`config.mk`:
```
export PLATFORM = sky130hd
export DESIGN_NAME = acorn_phase_ctrl_flat
export DESIGN_NICKNAME = d
export VERILOG_FILES = /design/src/rtl/acorn_pkg.sv /design/src/rtl/acorn_phase_ctrl_if.sv /design/src/rtl/acorn_init_mbit_sel.sv /design/src/rtl/acorn_phase_ctrl.sv /design/src/flat_wrapper.sv
export SDC_FILE = /design/constraint.sdc
export NUM_CORES = 1
export LEC_CHECK = 0
export ABC_AREA = 1
export ABC_CLOCK_PERIOD_IN_PS = 4500
export BUFFER_PORTS_ARGS = -buffer_cell sky130_fd_sc_hd__buf_2
export CORE_UTILIZATION = 58
export DETAILED_ROUTE_END_ITERATION = 10
export PLACE_DENSITY = 0.82
export SLEW_MARGIN = 15
export SYNTH_ARGS = -nofsm -noshare
export SYNTH_HDL_FRONTEND = slang
export SYNTH_HIERARCHICAL = 1
export SYNTH_SLANG_ARGS = --single-unit
```
`constraint.sdc`:
```
create_clock -name clk -period 4.5 [get_ports clk]
set_input_delay 0.225 -clock clk [delete_from_list [all_inputs] [get_ports clk]]
set_output_delay 0.225 -clock clk [all_outputs]
set_load 0.03 [all_outputs]
```
`src/rtl/acorn_pkg.sv`:
```
// Shared constants and phase encoding for the ACORN-128 bit-serial phase sequencer.
package acorn_pkg;

  localparam int unsigned INIT_STEPS   = 1792;
  localparam int unsigned PAD_STEPS    = 256;
  localparam int unsigned PAD_CA_STEPS = 128;
  localparam int unsigned FINAL_STEPS  = 768;
  localparam int unsigned TAG_START    = 640;
  localparam int unsigned KEY_BITS     = 128;
  localparam int unsigned SCNT_W       = 11;

  typedef enum logic [2:0] {
    PH_IDLE    = 3'd0,
    PH_INIT    = 3'd1,
    PH_AD      = 3'd2,
    PH_AD_PAD  = 3'd3,
    PH_ENC     = 3'd4,
    PH_ENC_PAD = 3'd5,
    PH_FINAL   = 3'd6,
    PH_DONE    = 3'd7
  } phase_e;

endpackage

```
`src/rtl/acorn_phase_ctrl_if.sv`:
```
// Start/config inputs, data stream handshake and per-step control outputs of the sequencer.
interface acorn_phase_ctrl_if #(
  parameter int LEN_W = 16
);
  logic             start;
  logic [127:0]     key;
  logic [127:0]     iv;
  logic [LEN_W-1:0] ad_len;
  logic [LEN_W-1:0] msg_len;
  logic             din_valid;
  logic             din;
  logic             din_ready;
  logic             step_en;
  logic             ca;
  logic             cb;
  logic             mbit;
  logic [2:0]       phase;
  logic             ct_valid;
  logic             tag_valid;
  logic             busy;
  logic             done;

  modport master (
    output start, key, iv, ad_len, msg_len, din_valid, din,
    input  din_ready, step_en, ca, cb, mbit, phase, ct_valid, tag_valid, busy, done
  );

  modport slave (
    input  start, key, iv, ad_len, msg_len, din_valid, din,
    output din_ready, step_en, ca, cb, mbit, phase, ct_valid, tag_valid, busy, done
  );
endinterface

```
`src/rtl/acorn_init_mbit_sel.sv`:
```
// INIT-phase message bit: key, then IV, then key[0] inverted once, then key repeated.
module acorn_init_mbit_sel
  import acorn_pkg::*;
(
  input  logic [KEY_BITS-1:0] key,
  input  logic [KEY_BITS-1:0] iv,
  input  logic [SCNT_W-1:0]   scnt,
  output logic                mbit
);

  localparam logic [SCNT_W-1:0] IV_FIRST = SCNT_W'(KEY_BITS);
  localparam logic [SCNT_W-1:0] IV_END   = SCNT_W'(2 * KEY_BITS);

  logic [$clog2(KEY_BITS)-1:0] idx_s;
  assign idx_s = scnt[$clog2(KEY_BITS)-1:0];

  // Select the INIT message bit for the current step index.
  always_comb begin
    if (scnt < IV_FIRST) begin
      mbit = key[idx_s];
    end else if (scnt < IV_END) begin
      mbit = iv[idx_s];
    end else if (scnt == IV_END) begin
      mbit = ~key[0];
    end else begin
      mbit = key[idx_s];
    end
  end

endmodule

```
`src/rtl/acorn_phase_ctrl.sv`:
```
// ACORN-128 phase sequencer: walks INIT/AD/pad/ENC/pad/FINAL and emits one step's control bits per cycle.
module acorn_phase_ctrl
  import acorn_pkg::*;
#(
  parameter int LEN_W = 16
) (
  input  logic               clk,
  input  logic               rst_n,
  acorn_phase_ctrl_if.slave  bus
);

  localparam logic [SCNT_W-1:0] SCNT_ZERO  = {SCNT_W{1'b0}};
  localparam logic [SCNT_W-1:0] SCNT_ONE   = SCNT_W'(1);
  localparam logic [SCNT_W-1:0] INIT_LAST  = SCNT_W'(INIT_STEPS - 1);
  localparam logic [SCNT_W-1:0] PAD_LAST   = SCNT_W'(PAD_STEPS - 1);
  localparam logic [SCNT_W-1:0] PAD_CA_END = SCNT_W'(PAD_CA_STEPS);
  localparam logic [SCNT_W-1:0] FINAL_LAST = SCNT_W'(FINAL_STEPS - 1);
  localparam logic [SCNT_W-1:0] TAG_FIRST  = SCNT_W'(TAG_START);
  localparam logic [LEN_W-1:0]  LEN_ZERO   = {LEN_W{1'b0}};
  localparam logic [LEN_W-1:0]  LEN_ONE    = LEN_W'(1);

  phase_e              state_q, state_d;
  logic [SCNT_W-1:0]   scnt_q, scnt_d;
  logic [LEN_W-1:0]    dcnt_q, dcnt_d;
  logic [LEN_W-1:0]    ad_len_q, ad_len_d;
  logic [LEN_W-1:0]    msg_len_q, msg_len_d;
  logic [KEY_BITS-1:0] key_q, key_d;
  logic [KEY_BITS-1:0] iv_q, iv_d;

  logic init_mbit_s;
  logic step_en_s, ca_s, cb_s, mbit_s, din_ready_s, ct_valid_s, tag_valid_s, busy_s, done_s;

  acorn_init_mbit_sel u_init_mbit_sel (
    .key  (key_q),
    .iv   (iv_q),
    .scnt (scnt_q),
    .mbit (init_mbit_s)
  );

  // Next-state, counter and per-step control decode.
  always_comb begin
    state_d     = state_q;
    scnt_d      = scnt_q;
    dcnt_d      = dcnt_q;
    ad_len_d    = ad_len_q;
    msg_len_d   = msg_len_q;
    key_d       = key_q;
    iv_d        = iv_q;
    step_en_s   = 1'b0;
    ca_s        = 1'b0;
    cb_s        = 1'b0;
    mbit_s      = 1'b0;
    din_ready_s = 1'b0;
    ct_valid_s  = 1'b0;
    tag_valid_s = 1'b0;
    busy_s      = 1'b0;
    done_s      = 1'b0;

    case (state_q)
      PH_IDLE: begin
        if (bus.start) begin
          state_d   = PH_INIT;
          key_d     = bus.key;
          iv_d      = bus.iv;
          ad_len_d  = bus.ad_len;
          msg_len_d = bus.msg_len;
          scnt_d    = SCNT_ZERO;
          dcnt_d    = LEN_ZERO;
        end else begin
          state_d = PH_IDLE;
        end
      end
      PH_INIT: begin
        busy_s    = 1'b1;
        step_en_s = 1'b1;
        ca_s      = 1'b1;
        cb_s      = 1'b1;
        mbit_s    = init_mbit_s;
        if (scnt_q == INIT_LAST) begin
          scnt_d  = SCNT_ZERO;
          state_d = (ad_len_q != LEN_ZERO) ? PH_AD : PH_AD_PAD;
        end else begin
          scnt_d = scnt_q + SCNT_ONE;
        end
      end
      PH_AD: begin
        busy_s      = 1'b1;
        din_ready_s = 1'b1;
        if (bus.din_valid) begin
          step_en_s = 1'b1;
          ca_s      = 1'b1;
          cb_s      = 1'b1;
          mbit_s    = bus.din;
          if (dcnt_q == ad_len_q - LEN_ONE) begin
            dcnt_d  = LEN_ZERO;
            state_d = PH_AD_PAD;
          end else begin
            dcnt_d = dcnt_q + LEN_ONE;
          end
        end else begin
          step_en_s = 1'b0;
        end
      end
      PH_AD_PAD, PH_ENC_PAD: begin
        busy_s    = 1'b1;
        step_en_s = 1'b1;
        mbit_s    = (scnt_q == SCNT_ZERO);
        ca_s      = (scnt_q < PAD_CA_END);
        cb_s      = (state_q == PH_AD_PAD);
        if (scnt_q == PAD_LAST) begin
          scnt_d = SCNT_ZERO;
          if (state_q == PH_ENC_PAD) begin
            state_d = PH_FINAL;
          end else begin
            state_d = (msg_len_q != LEN_ZERO) ? PH_ENC : PH_ENC_PAD;
          end
        end else begin
          scnt_d = scnt_q + SCNT_ONE;
        end
      end
      PH_ENC: begin
        busy_s      = 1'b1;
        din_ready_s = 1'b1;
        if (bus.din_valid) begin
          step_en_s  = 1'b1;
          ca_s       = 1'b1;
          cb_s       = 1'b0;
          mbit_s     = bus.din;
          ct_valid_s = 1'b1;
          if (dcnt_q == msg_len_q - LEN_ONE) begin
            dcnt_d  = LEN_ZERO;
            state_d = PH_ENC_PAD;
          end else begin
            dcnt_d = dcnt_q + LEN_ONE;
          end
        end else begin
          step_en_s = 1'b0;
        end
      end
      PH_FINAL: begin
        busy_s      = 1'b1;
        step_en_s   = 1'b1;
        ca_s        = 1'b1;
        cb_s        = 1'b1;
        tag_valid_s = (scnt_q >= TAG_FIRST);
        if (scnt_q == FINAL_LAST) begin
          scnt_d  = SCNT_ZERO;
          state_d = PH_DONE;
        end else begin
          scnt_d = scnt_q + SCNT_ONE;
        end
      end
      PH_DONE: begin
        done_s  = 1'b1;
        state_d = PH_IDLE;
      end
      default: begin
        state_d = PH_IDLE;
      end
    endcase
  end

  // State, counters and latched run configuration.
  always_ff @(posedge clk or negedge rst_n) begin
    if (!rst_n) begin
      state_q   <= PH_IDLE;
      scnt_q    <= SCNT_ZERO;
      dcnt_q    <= LEN_ZERO;
      ad_len_q  <= LEN_ZERO;
      msg_len_q <= LEN_ZERO;
      key_q     <= {KEY_BITS{1'b0}};
      iv_q      <= {KEY_BITS{1'b0}};
    end else begin
      state_q   <= state_d;
      scnt_q    <= scnt_d;
      dcnt_q    <= dcnt_d;
      ad_len_q  <= ad_len_d;
      msg_len_q <= msg_len_d;
      key_q     <= key_d;
      iv_q      <= iv_d;
    end
  end

  assign bus.step_en   = step_en_s;
  assign bus.ca        = ca_s;
  assign bus.cb        = cb_s;
  assign bus.mbit      = mbit_s;
  assign bus.din_ready = din_ready_s;
  assign bus.ct_valid  = ct_valid_s;
  assign bus.tag_valid = tag_valid_s;
  assign bus.busy      = busy_s;
  assign bus.done      = done_s;
  assign bus.phase     = state_q;

endmodule

```
`src/flat_wrapper.sv`:
```
// flat-port wrapper written by rule: the top's interface ports become plain ports
module acorn_phase_ctrl_flat import acorn_pkg::*;
#(
  parameter int LEN_W = 16
)
  (clk, rst_n, bus_start, bus_key, bus_iv, bus_ad_len, bus_msg_len, bus_din_valid, bus_din, bus_din_ready, bus_step_en, bus_ca, bus_cb, bus_mbit, bus_phase, bus_ct_valid, bus_tag_valid, bus_busy, bus_done);
  acorn_phase_ctrl_if #(.LEN_W(LEN_W)) bus_i ();
  input  logic clk;
  input  logic rst_n;
  input wire logic [$bits(bus_i.start)-1:0] bus_start;
  input wire logic [$bits(bus_i.key)-1:0] bus_key;
  input wire logic [$bits(bus_i.iv)-1:0] bus_iv;
  input wire logic [$bits(bus_i.ad_len)-1:0] bus_ad_len;
  input wire logic [$bits(bus_i.msg_len)-1:0] bus_msg_len;
  input wire logic [$bits(bus_i.din_valid)-1:0] bus_din_valid;
  input wire logic [$bits(bus_i.din)-1:0] bus_din;
  output wire logic [$bits(bus_i.din_ready)-1:0] bus_din_ready;
  output wire logic [$bits(bus_i.step_en)-1:0] bus_step_en;
  output wire logic [$bits(bus_i.ca)-1:0] bus_ca;
  output wire logic [$bits(bus_i.cb)-1:0] bus_cb;
  output wire logic [$bits(bus_i.mbit)-1:0] bus_mbit;
  output wire logic [$bits(bus_i.phase)-1:0] bus_phase;
  output wire logic [$bits(bus_i.ct_valid)-1:0] bus_ct_valid;
  output wire logic [$bits(bus_i.tag_valid)-1:0] bus_tag_valid;
  output wire logic [$bits(bus_i.busy)-1:0] bus_busy;
  output wire logic [$bits(bus_i.done)-1:0] bus_done;
  assign bus_i.start = bus_start;
  assign bus_i.key = bus_key;
  assign bus_i.iv = bus_iv;
  assign bus_i.ad_len = bus_ad_len;
  assign bus_i.msg_len = bus_msg_len;
  assign bus_i.din_valid = bus_din_valid;
  assign bus_i.din = bus_din;
  assign bus_din_ready = bus_i.din_ready;
  assign bus_step_en = bus_i.step_en;
  assign bus_ca = bus_i.ca;
  assign bus_cb = bus_i.cb;
  assign bus_mbit = bus_i.mbit;
  assign bus_phase = bus_i.phase;
  assign bus_ct_valid = bus_i.ct_valid;
  assign bus_tag_valid = bus_i.tag_valid;
  assign bus_busy = bus_i.busy;
  assign bus_done = bus_i.done;
  acorn_phase_ctrl #(.LEN_W(LEN_W)) u_core (.clk(clk), .rst_n(rst_n), .bus(bus_i));
endmodule
```
Word-level counts from Yosys, hierarchy flattened
Cells that the tools add are included.
Operators by class
  bitwise operators: 1
  eq/ne operators: 21
  $add $sub $neg: 4
  multiplexer cells: 41
  magnitude comparators: 4
  reductions and logical operators: 15
Operators with widths (number)
  16-bit two-way mux: 5
  16-bit case mux with 3 select lines: 1
  11-bit two-way mux: 4
  11-bit case mux with 4 select lines: 1
  16-bit equality test: 2
  16-bit nonzero test: 2
  16-bit by 1-bit subtractor with 16-bit output, second input constant: 2
  3-bit two-way mux: 8
  3-bit case mux with 7 select lines: 1
  16-bit by 1-bit adder with 16-bit output, second input constant: 1
  1-bit two-way mux: 15
  1-bit binary-select mux with 7-bit select: 2
  3-bit equality test, second input constant: 4
  11-bit by 1-bit adder with 11-bit output, second input constant: 1
  11-bit by 10-bit equality test with 1-bit output, second input constant: 1
  11-bit equality test, second input constant: 1
  11-bit by 8-bit equality test with 1-bit output, second input constant: 1
  11-bit by 9-bit equality test with 1-bit output, second input constant: 1
  11-bit by 10-bit greater-or-equal comparator with 1-bit output, second input constant: 1
  11-bit zero test: 1
  11-bit by 8-bit less-than comparator with 1-bit output, second input constant: 1
  11-bit by 9-bit less-than comparator with 1-bit output, second input constant: 1
  2-bit by 1-bit != test with 1-bit output, second input constant: 5
  1-bit case mux with 3 select lines: 3
  other kinds (15): 21
Storage, ports and cells
  bits in registers: 318
  input bits: 293
  logic and storage cells: 93
  output and inout bits: 12

Depth between registers and ports, before layout
Gate-level depths: netlist of the first run.
  word-level depth: 6
  gate-level depth with buffers: 21
  depth with buffers taken out: 19

By module
The synthesis of the first run kept the hierarchy.
Modules (own cells, without submodules)
  acorn_phase_ctrl: sequential area each 7957.6 um^2, cells each 1785, area an instance 14121.0 um^2, times used 1
  acorn_init_mbit_sel: sequential area each 0.0 um^2, cells each 717, area an instance 3116.7 um^2, times used 1

Least setup slack after synthesis of the first run
Ideal clock, no wire load.
  path type: register -> register
  start point: register u_core.state_q[0] (netlist: u_core/bus.phase[0])
  end point: register u_core.dcnt_q[2]
  data arrival time: 2.047 ns
  period minus slack after synthesis: 2.164 ns
  slack: 2.336 ns
  setup time: 0.117 ns
  data required time: 4.383 ns
  buffers on the path: 1
  cell stages (with the launch flop): 13
  path through: dfrtp_1 inv_1 ha_1 nand2_2 inv_2 nor2_1 inv_2 a21oi_2 nor2_1 buf_4 o21a_1 nand3_1 nand2_1
Between the ends
  word-level cells in the longest chain between the ends: 3
  elaborated cells on any way between the ends: 9
  those cells by class: eq/ne: 5; mux: 1; reduce/logical: 3
Ends and longest elaborated chain
  from (decl): RTL line acorn_phase_ctrl.sv:22  | phase_e state_q, state_d;
  from (signal assigned): RTL line acorn_phase_ctrl.sv:174  | state_q <= state_d;
  3-bit equality test (tied with other cells): RTL line acorn_phase_ctrl.sv:59  | case (state_q)
  2-bit != test (no line) or 3-bit nonzero test (tied branches)
  4-bit AND reduction (no line)
  to (signal assigned): RTL line acorn_phase_ctrl.sv:176  | dcnt_q <= dcnt_d;
  to (decl): RTL line acorn_phase_ctrl.sv:24  | logic [LEN_W-1:0] dcnt_q, dcnt_d;
Several ways; a longest one is shown, not always the timed one.
A chain may end at the register's enable or synchronous reset.

Worst setup path in the final report of the first run
  start point: register u_core.scnt_q[0]
  end point: output port bus_mbit
Between the ends
  word-level cells in the longest chain between the ends: 6
  elaborated cells on any way between the ends: 12
  those cells by class: order compare: 2; eq/ne: 1; mux: 8; reduce/logical: 1
Ends and longest elaborated chain
  from (decl): RTL line acorn_phase_ctrl.sv:23  | logic [SCNT_W-1:0] scnt_q, scnt_d;
  from (signal assigned): RTL line acorn_phase_ctrl.sv:175  | scnt_q <= scnt_d;
  1-bit binary-select mux with 7-bit select: RTL line acorn_init_mbit_sel.sv:20, acorn_init_mbit_sel.sv:26
  1-bit two-way mux (not written as such): RTL line acorn_init_mbit_sel.sv:20, acorn_init_mbit_sel.sv:26
  1-bit two-way mux: RTL line acorn_init_mbit_sel.sv:23  | end else if (scnt == IV_END) begin
  1-bit two-way mux: RTL line acorn_init_mbit_sel.sv:21  | end else if (scnt < IV_END) begin
  1-bit two-way mux *: RTL line acorn_init_mbit_sel.sv:19  | if (scnt < IV_FIRST) begin
  via u_core.init_mbit_s: RTL line acorn_phase_ctrl.sv:30  | logic init_mbit_s;
  1-bit case mux with 3 select lines *: RTL line acorn_phase_ctrl.sv:59
  to (decl): RTL line flat_wrapper.sv:21  | output wire logic [$bits(bus_i.mbit)-1:0] bus_mbit;
The timed path passes the listed nets; every way through them passes the cells marked *. The select of a mux whose other input is x is not followed.

==> results of run 1 <==
==> cells in the final DEF, fill, tap and decap left out, drive strengths merged <==
master | Yosys | final
nor3b | 1 | 1
xnor2 | 9 | 9
nor4 | 3 | 3
diode | 0 | 3
o21ai | 102 | 102
buf | 54 | 322
o22ai | 2 | 2
bufinv | 0 | 4
a41oi | 1 | 1
a21boi | 1 | 1
nand2 | 1284 | 1284
o21bai | 3 | 3
nand4 | 10 | 10
dfrtp | 318 | 318
ha | 9 | 9
clkinvlp | 0 | 1
nor2 | 240 | 240
clkinv | 1 | 3
a211oi | 2 | 2
o2111ai | 1 | 1
nor3 | 11 | 11
a21oi | 24 | 24
clkbuf | 67 | 51
nand3b | 4 | 4
o211ai | 12 | 12
dlygate4sd3 | 0 | 289
xor2 | 15 | 15
or2 | 5 | 5
a221oi | 1 | 1
a21o | 1 | 1
o21a | 1 | 1
inv | 180 | 183
nand3 | 139 | 139
a31oi | 1 | 1
==> layout make-up <==
cell class	count	area (µm²)
Tap cell	384	480
Antenna cell	3	7.51
Multi-Input combinational cell	1882	7970
Inverter	181	692
Clock inverter	10	160
Clock buffer	51	1080
Fill cell	1926	6000
Sequential cell	318	7970
Timing Repair Buffer	611	4580
==> where the power goes <==
group,internal (mW),switching [mW]
clock,1.89,1.22
combinational,2.10,4.23
sequential,4.13,0.963
==> per-layer routing <==
metal | vias to the layer above | part of all wire, % | track usage [%]
met4 | 0 | 6.0 | 23.5
li1 | 8708 | - | -
met3 | 292 | 8.6 | 7.90
met1 | 8787 | 37 | 48.2
met2 | 1177 | 49 | 68.3
met5 | - | 0 | 0
==> cells by family (layout without fill, tap and decap cells) <==
kind of cell    after synthesis  count (layout)  synth area share, %
compound gates              152             152                 4.92
simple gates               1697            1697                 39.4
flops                       318             318                 46.2
fa+ha+maj                     9               9                0.653
other cells                   0               3                    0
xor+xnor                     24              24                 1.22
buf+inv                     302             853                 7.69
==> state kept, by name (all words and copies together) (netlist names) <==
register,count
u_core/msg_len_q,16
u_core/dcnt_q,16
u_core/ad_len_q,16
u_core/iv_q,128
u_core/key_q,128
u_core/bus.phase,3
u_core/scnt_q,11
==> metrics by stage <==
| step | instances | total power [mW] |
|---|---|---|
| after floorplan | 2502 | 9.25 |
| after global placement | 3087 | 10.5 |
| after detailed placement | 3087 | 10.7 |
| after CTS | 3437 | 14.1 |
| after global routing | 3439 | 15.5 |
| final | 3440 | 14.5 |
==> timing repair <==
action,in CTS,in global routing
hold buffers,289,0
hold endpoints to repair,385,0
setup endpoints to repair,0,0
==> worst max-delay path: cells and delay by family (launching register included) <==
kind,cells,cell delay (ns)
flip-flops,1,0.76
buffers and inverters,3,0.99
AND/OR/NAND/NOR,14,1.34
AO/OA/AOI/OAI,1,0.11
==> worst paths after layout <==
check / from / end / slack, ns / cells past startpoint
max: u_core/scnt_q[0]$_DFFE_PN0P_ / bus_mbit / 0.48 / 18
min: bus_start / u_core/bus.phase[0]$_DFFE_PN0P_ / 0.22 / 5
max reg2reg: u_core/scnt_q[0]$_DFFE_PN0P_ / u_core/bus.phase[0]$_DFFE_PN0P_ / 1.18 / 13
min reg2reg: u_core/iv_q[39]$_DFFE_PN0P_ / u_core/iv_q[39]$_DFFE_PN0P_ / 0.48 / 2
max in group asynchronous: rst_n / u_core/key_q[4]$_DFFE_PN0P_ / 3.03 / 3
min in group asynchronous: rst_n / u_core/iv_q[22]$_DFFE_PN0P_ / 0.35 / 2
==> results.txt, run 1 <==
Worst slew pin tran - 1.03 ns
Die Y - 174 µm
Max-cap violations - 0
Clock Sinks - 318
Synth Cell Area - 17200 µm²
First-pass detailed-route iteration total - 6
Area after DPL - 18800 µm²
Antenna Nets Post-Route - 0
Initial antenna violation count - 3
Clock skew - 0.0262 ns
Cts repair resizes - 0
WL/cell - 17.7 µm
HP Class - input pin to flip-flop
Slew Limit Fails - 0
First-pass GRT wire length - 97000 µm
Global placer's final weighted congestion - 0.910
TNS Setup - 0 ns
Syn Area/Cell - 6.89 µm²
# port buffers - 304
Row Count - 62
Achievable Freq - 248 MHz
Vias per cell - 5.51
Total routed wirelength - 61000 µm
Main flop type after synthesis - dfrtp_1
Synth Register Bits - 318
Startpoint class of the critical path - flip-flop
Post-synth top area cell - dfrtp_1
Post-DP HPWL - 32900 µm
Postcts setup bufs - 0
CP dominant cell by count - nand2_1
Detailed Route Iter0 Violations - 2160
Syn. warnings - 6
Netlist cell types - 46
RSZ-0062 raised after global routing - false
IO Count - 305
Top cells by area, synth - dfrtp_1, nand2_1, nor2_1
CP max-delay cell - dfrtp_4
Htree depth - 2
Starting Density - 59.6%
GRT Residual Overflow - 0
Sequential area share after synthesis - 46.2%
Largest net degree at the start of global routing - 221
Post-Place Worst Slack - 1.20 ns
Peak VDD IR - 0.379 mV
Power density cells - 634 nW/µm²
Worst-path clk slew - 0.06 ns
Routed vias - 19000
Vias in the first global route - 19200
Share of the synthesized area in the top cell type - 46.2%
Crit path required time - 4.28 ns
Design Area, Final - 22900 µm²
Worst Path Arrival - 3.80 ns
Hold Slack - 0.224 ns
Post-Synthesis Cells - 2502
GRT Util Overall - 40.5%
Fin crit period - 4.02 ns
Synth Net Count - 2804
Status - finished, final reports clean
Final core utilization - 79.3%
Fraction of layout cells with a size suffix above 1 - 14.4%
CP peak stage delay - 0.76 ns
Nets@finish - 3332
DR DRC count - 0
CTS tree - yes
Most frequent cells after synthesis - nand2_1, dfrtp_1, nor2_1
Worst skew pair latency - 0.55 ns
Die area - 30400 µm²
CP cell instances - inv_6 -> nand2_1 -> nand2_1 -> nand2_1 -> nand3_1 -> nand3_1 -> nand2_1 -> nand2_1 -> nand2_1 -> inv_1 -> nand2_1 -> nand2_1 -> nand3_1 -> nand2_1 -> a21oi_2 -> nand2_1 -> nand3_1 -> buf_2
Core area - 28900 µm²
Leakage power - 12.4 nW
Final hold violation count - 0
Area Growth Syn to Fin - 33.0%
Root buffer cell - clkbuf_16
Worst setup path class - flip-flop to output pin
Final setup margin - 0.476 ns
# setup viols final - 0
Critical path capture point type - output pin
Most frequent cell after synthesis - nand2_1
Crit Path Max Fanout - 116
CTS Buffer Depth - 3
Tcrit/Tclk final - 89.4%
Max-slew headroom - 31.5%
Num CTS Buffers - 36
Post-synth EDFFs - 0
Die Wd - 174 µm
Post-synth ARST share - 100%
Power figures use the tool's default switching activity.
==> inputs of run 2 (changes only) <==
--- a/config.mk
+++ b/config.mk
@@ -8,6 +8,7 @@
 export ABC_AREA = 1
 export ABC_CLOCK_PERIOD_IN_PS = 4500
 export BUFFER_PORTS_ARGS = -buffer_cell sky130_fd_sc_hd__buf_2
+export CORE_ASPECT_RATIO = 0.75
 export CORE_UTILIZATION = 58
 export DETAILED_ROUTE_END_ITERATION = 10
 export PLACE_DENSITY = 0.82
==> results.txt, run 2 (same netlist as run 1, synthesis figures left out) <==
Status - finished, final reports clean
Crit path required time - 4.28 ns
Slew Limit Fails - 0
Die Wd - 201 µm
Startpoint class of the critical path - flip-flop
Max-slew headroom - 23.1%
Routed vias - 19200
Die Y - 151 µm
Postcts setup bufs - 0
Global placer's final weighted congestion - 0.894
Worst setup path class - flip-flop to output pin
First-pass GRT wire length - 97500 µm
HP Class - input pin to flip-flop
Commonest non-fill, non-tap cell in the layout - nand2_1
Detailed Route Iter0 Violations - 2473
Num CTS Buffers - 31
# setup viols final - 0
Power density cells - 627 nW/µm²
Tcrit/Tclk final - 88.3%
Root buffer cell - clkbuf_16
IO Count - 305
GRT Util Overall - 41.1%
Clock Sinks - 318
DR DRC count - 0
Largest net degree at the start of global routing - 144
CTS Buffer Depth - 3
Antenna Nets Post-Route - 0
Initial antenna violation count - 2
Post-cts hold buffer count - 289
Critical path capture point type - output pin
WL/cell - 18.4 µm
First-pass detailed-route iteration total - 10
Fin crit period - 3.98 ns
Worst-path clk slew - 0.07 ns
Design Area, Final - 22700 µm²
Worst Path Arrival - 3.75 ns
Starting Density - 59.2%
Core area - 29100 µm²
TNS Setup - 0 ns
RSZ-0062 raised after global routing - false
Leakage power - 12.3 nW
Cts repair resizes - 0
Area Growth Syn to Fin - 31.7%
Clock skew - 0.0227 ns
GRT Residual Overflow - 0
Vias per cell - 5.58
# port buffers - 304
Top Registers - u_core/iv_q (128), u_core/key_q (128)
Area after DPL - 18800 µm²
Die area - 30400 µm²
Most frequent cells in the layout - nand2_1, dfrtp_1, buf_2
Total routed wirelength - 63100 µm
Htree depth - 1
Peak VDD IR - 0.386 mV
Row Count - 54
Post-DP HPWL - 35000 µm
Worst slew pin tran - 1.15 ns
Worst skew pair latency - 0.59 ns
Final hold violation count - 0
CTS tree - yes
Max-cap violations - 0
Crit Path Max Fanout - 116
Vias in the first global route - 18400
Achievable Freq - 252 MHz
Fraction of layout cells with a size suffix above 1 - 14.0%
Nets@finish - 3323
run 2: cell count changes in the layout (fill, tap and decap cells not counted), sizes merged:
cell,change
clkinvlp,-1
buf,-4
diode,-2
clkinv,+7
inv,-1
bufinv,-1
clkbuf,-9
run 2: stage by stage:
| step | power [mW] | hold slack (ns) | setup slack [ns] | std cells | util, % |
|---|---|---|---|---|---|
| floorplan | 9.25 | -0.0706 | 2.34 | 2502 | - |
| global placement | 10.7 | 0.350 | 1.30 | 3091 | 64.6 |
| detailed placement | 10.9 | 0.351 | 1.30 | 3091 | 64.6 |
| CTS | 13.7 | 0.149 | 0.662 | 3436 | 78.0 |
| global route | 15.1 | 0.206 | 0.320 | 3437 | 78.0 |
| finish | 14.2 | 0.178 | 0.525 | 3437 | 78.0 |
run 2: path summary, 6_finish.rpt:
kind                                                   start                         endpoint  slack (ns)  cells past startpoint
worst max-delay path            u_core/scnt_q[0]$_DFFE_PN0P_                         bus_mbit        0.52                     14
worst max register to register  u_core/scnt_q[0]$_DFFE_PN0P_    u_core/scnt_q[10]$_DFFE_PN0P_        1.32                     11
max in group asynchronous                              rst_n     u_core/scnt_q[0]$_DFFE_PN0P_        3.00                      3
worst min-delay path                               bus_start  u_core/bus.phase[0]$_DFFE_PN0P_        0.18                      5
min in group asynchronous                              rst_n      u_core/iv_q[16]$_DFFE_PN0P_        0.32                      2
worst min register to register  u_core/iv_q[100]$_DFFE_PN0P_     u_core/iv_q[100]$_DFFE_PN0P_        0.48                      2
run 2: report_power, final:
part	internal [mW]	total [mW]	switching (mW)
Sequential	4.13	5.07	0.941
Combinational	2.10	6.47	4.37
Clock	1.49	2.68	1.20
Total	7.72	14.2	6.51
run 2: layer usage:
metal / track usage, % / vias to the layer above / routed length [µm] / share of wire [%]
li1: - / 8670 / - / -
met1: 54.6 / 8872 / 24700 / 39
met2: 64.2 / 1349 / 28300 / 45
met3: 8.52 / 280 / 6880 / 11
met4: 21.3 / 2 / 3240 / 5.1
met5: 0 / - / 11 / 0.017
run 2: cell type report:
type | instances | area (µm²)
clock inverters | 14 | 153
multi-input cells | 1882 | 7970
fillers | 2014 | 6420
flip-flops and latches | 318 | 7960
well taps | 392 | 490
repair buffers | 607 | 4590
clock buffers | 42 | 847
diodes | 1 | 2.50
inverters | 181 | 692
run 2: critical path: stages (launching register included):
cell     delay [ns]
dfrtp_4        0.65
inv_6          0.70
o21ai_0        0.35
nand3_1        0.18
nand3_1        0.13
nand2_1        0.09
nand3_1        0.07
nand2_1        0.09
nand2_1        0.05
nand3_1        0.10
nand2_1        0.07
a21oi_2        0.17
nand2_1        0.11
nand3_1        0.11
buf_2          0.21
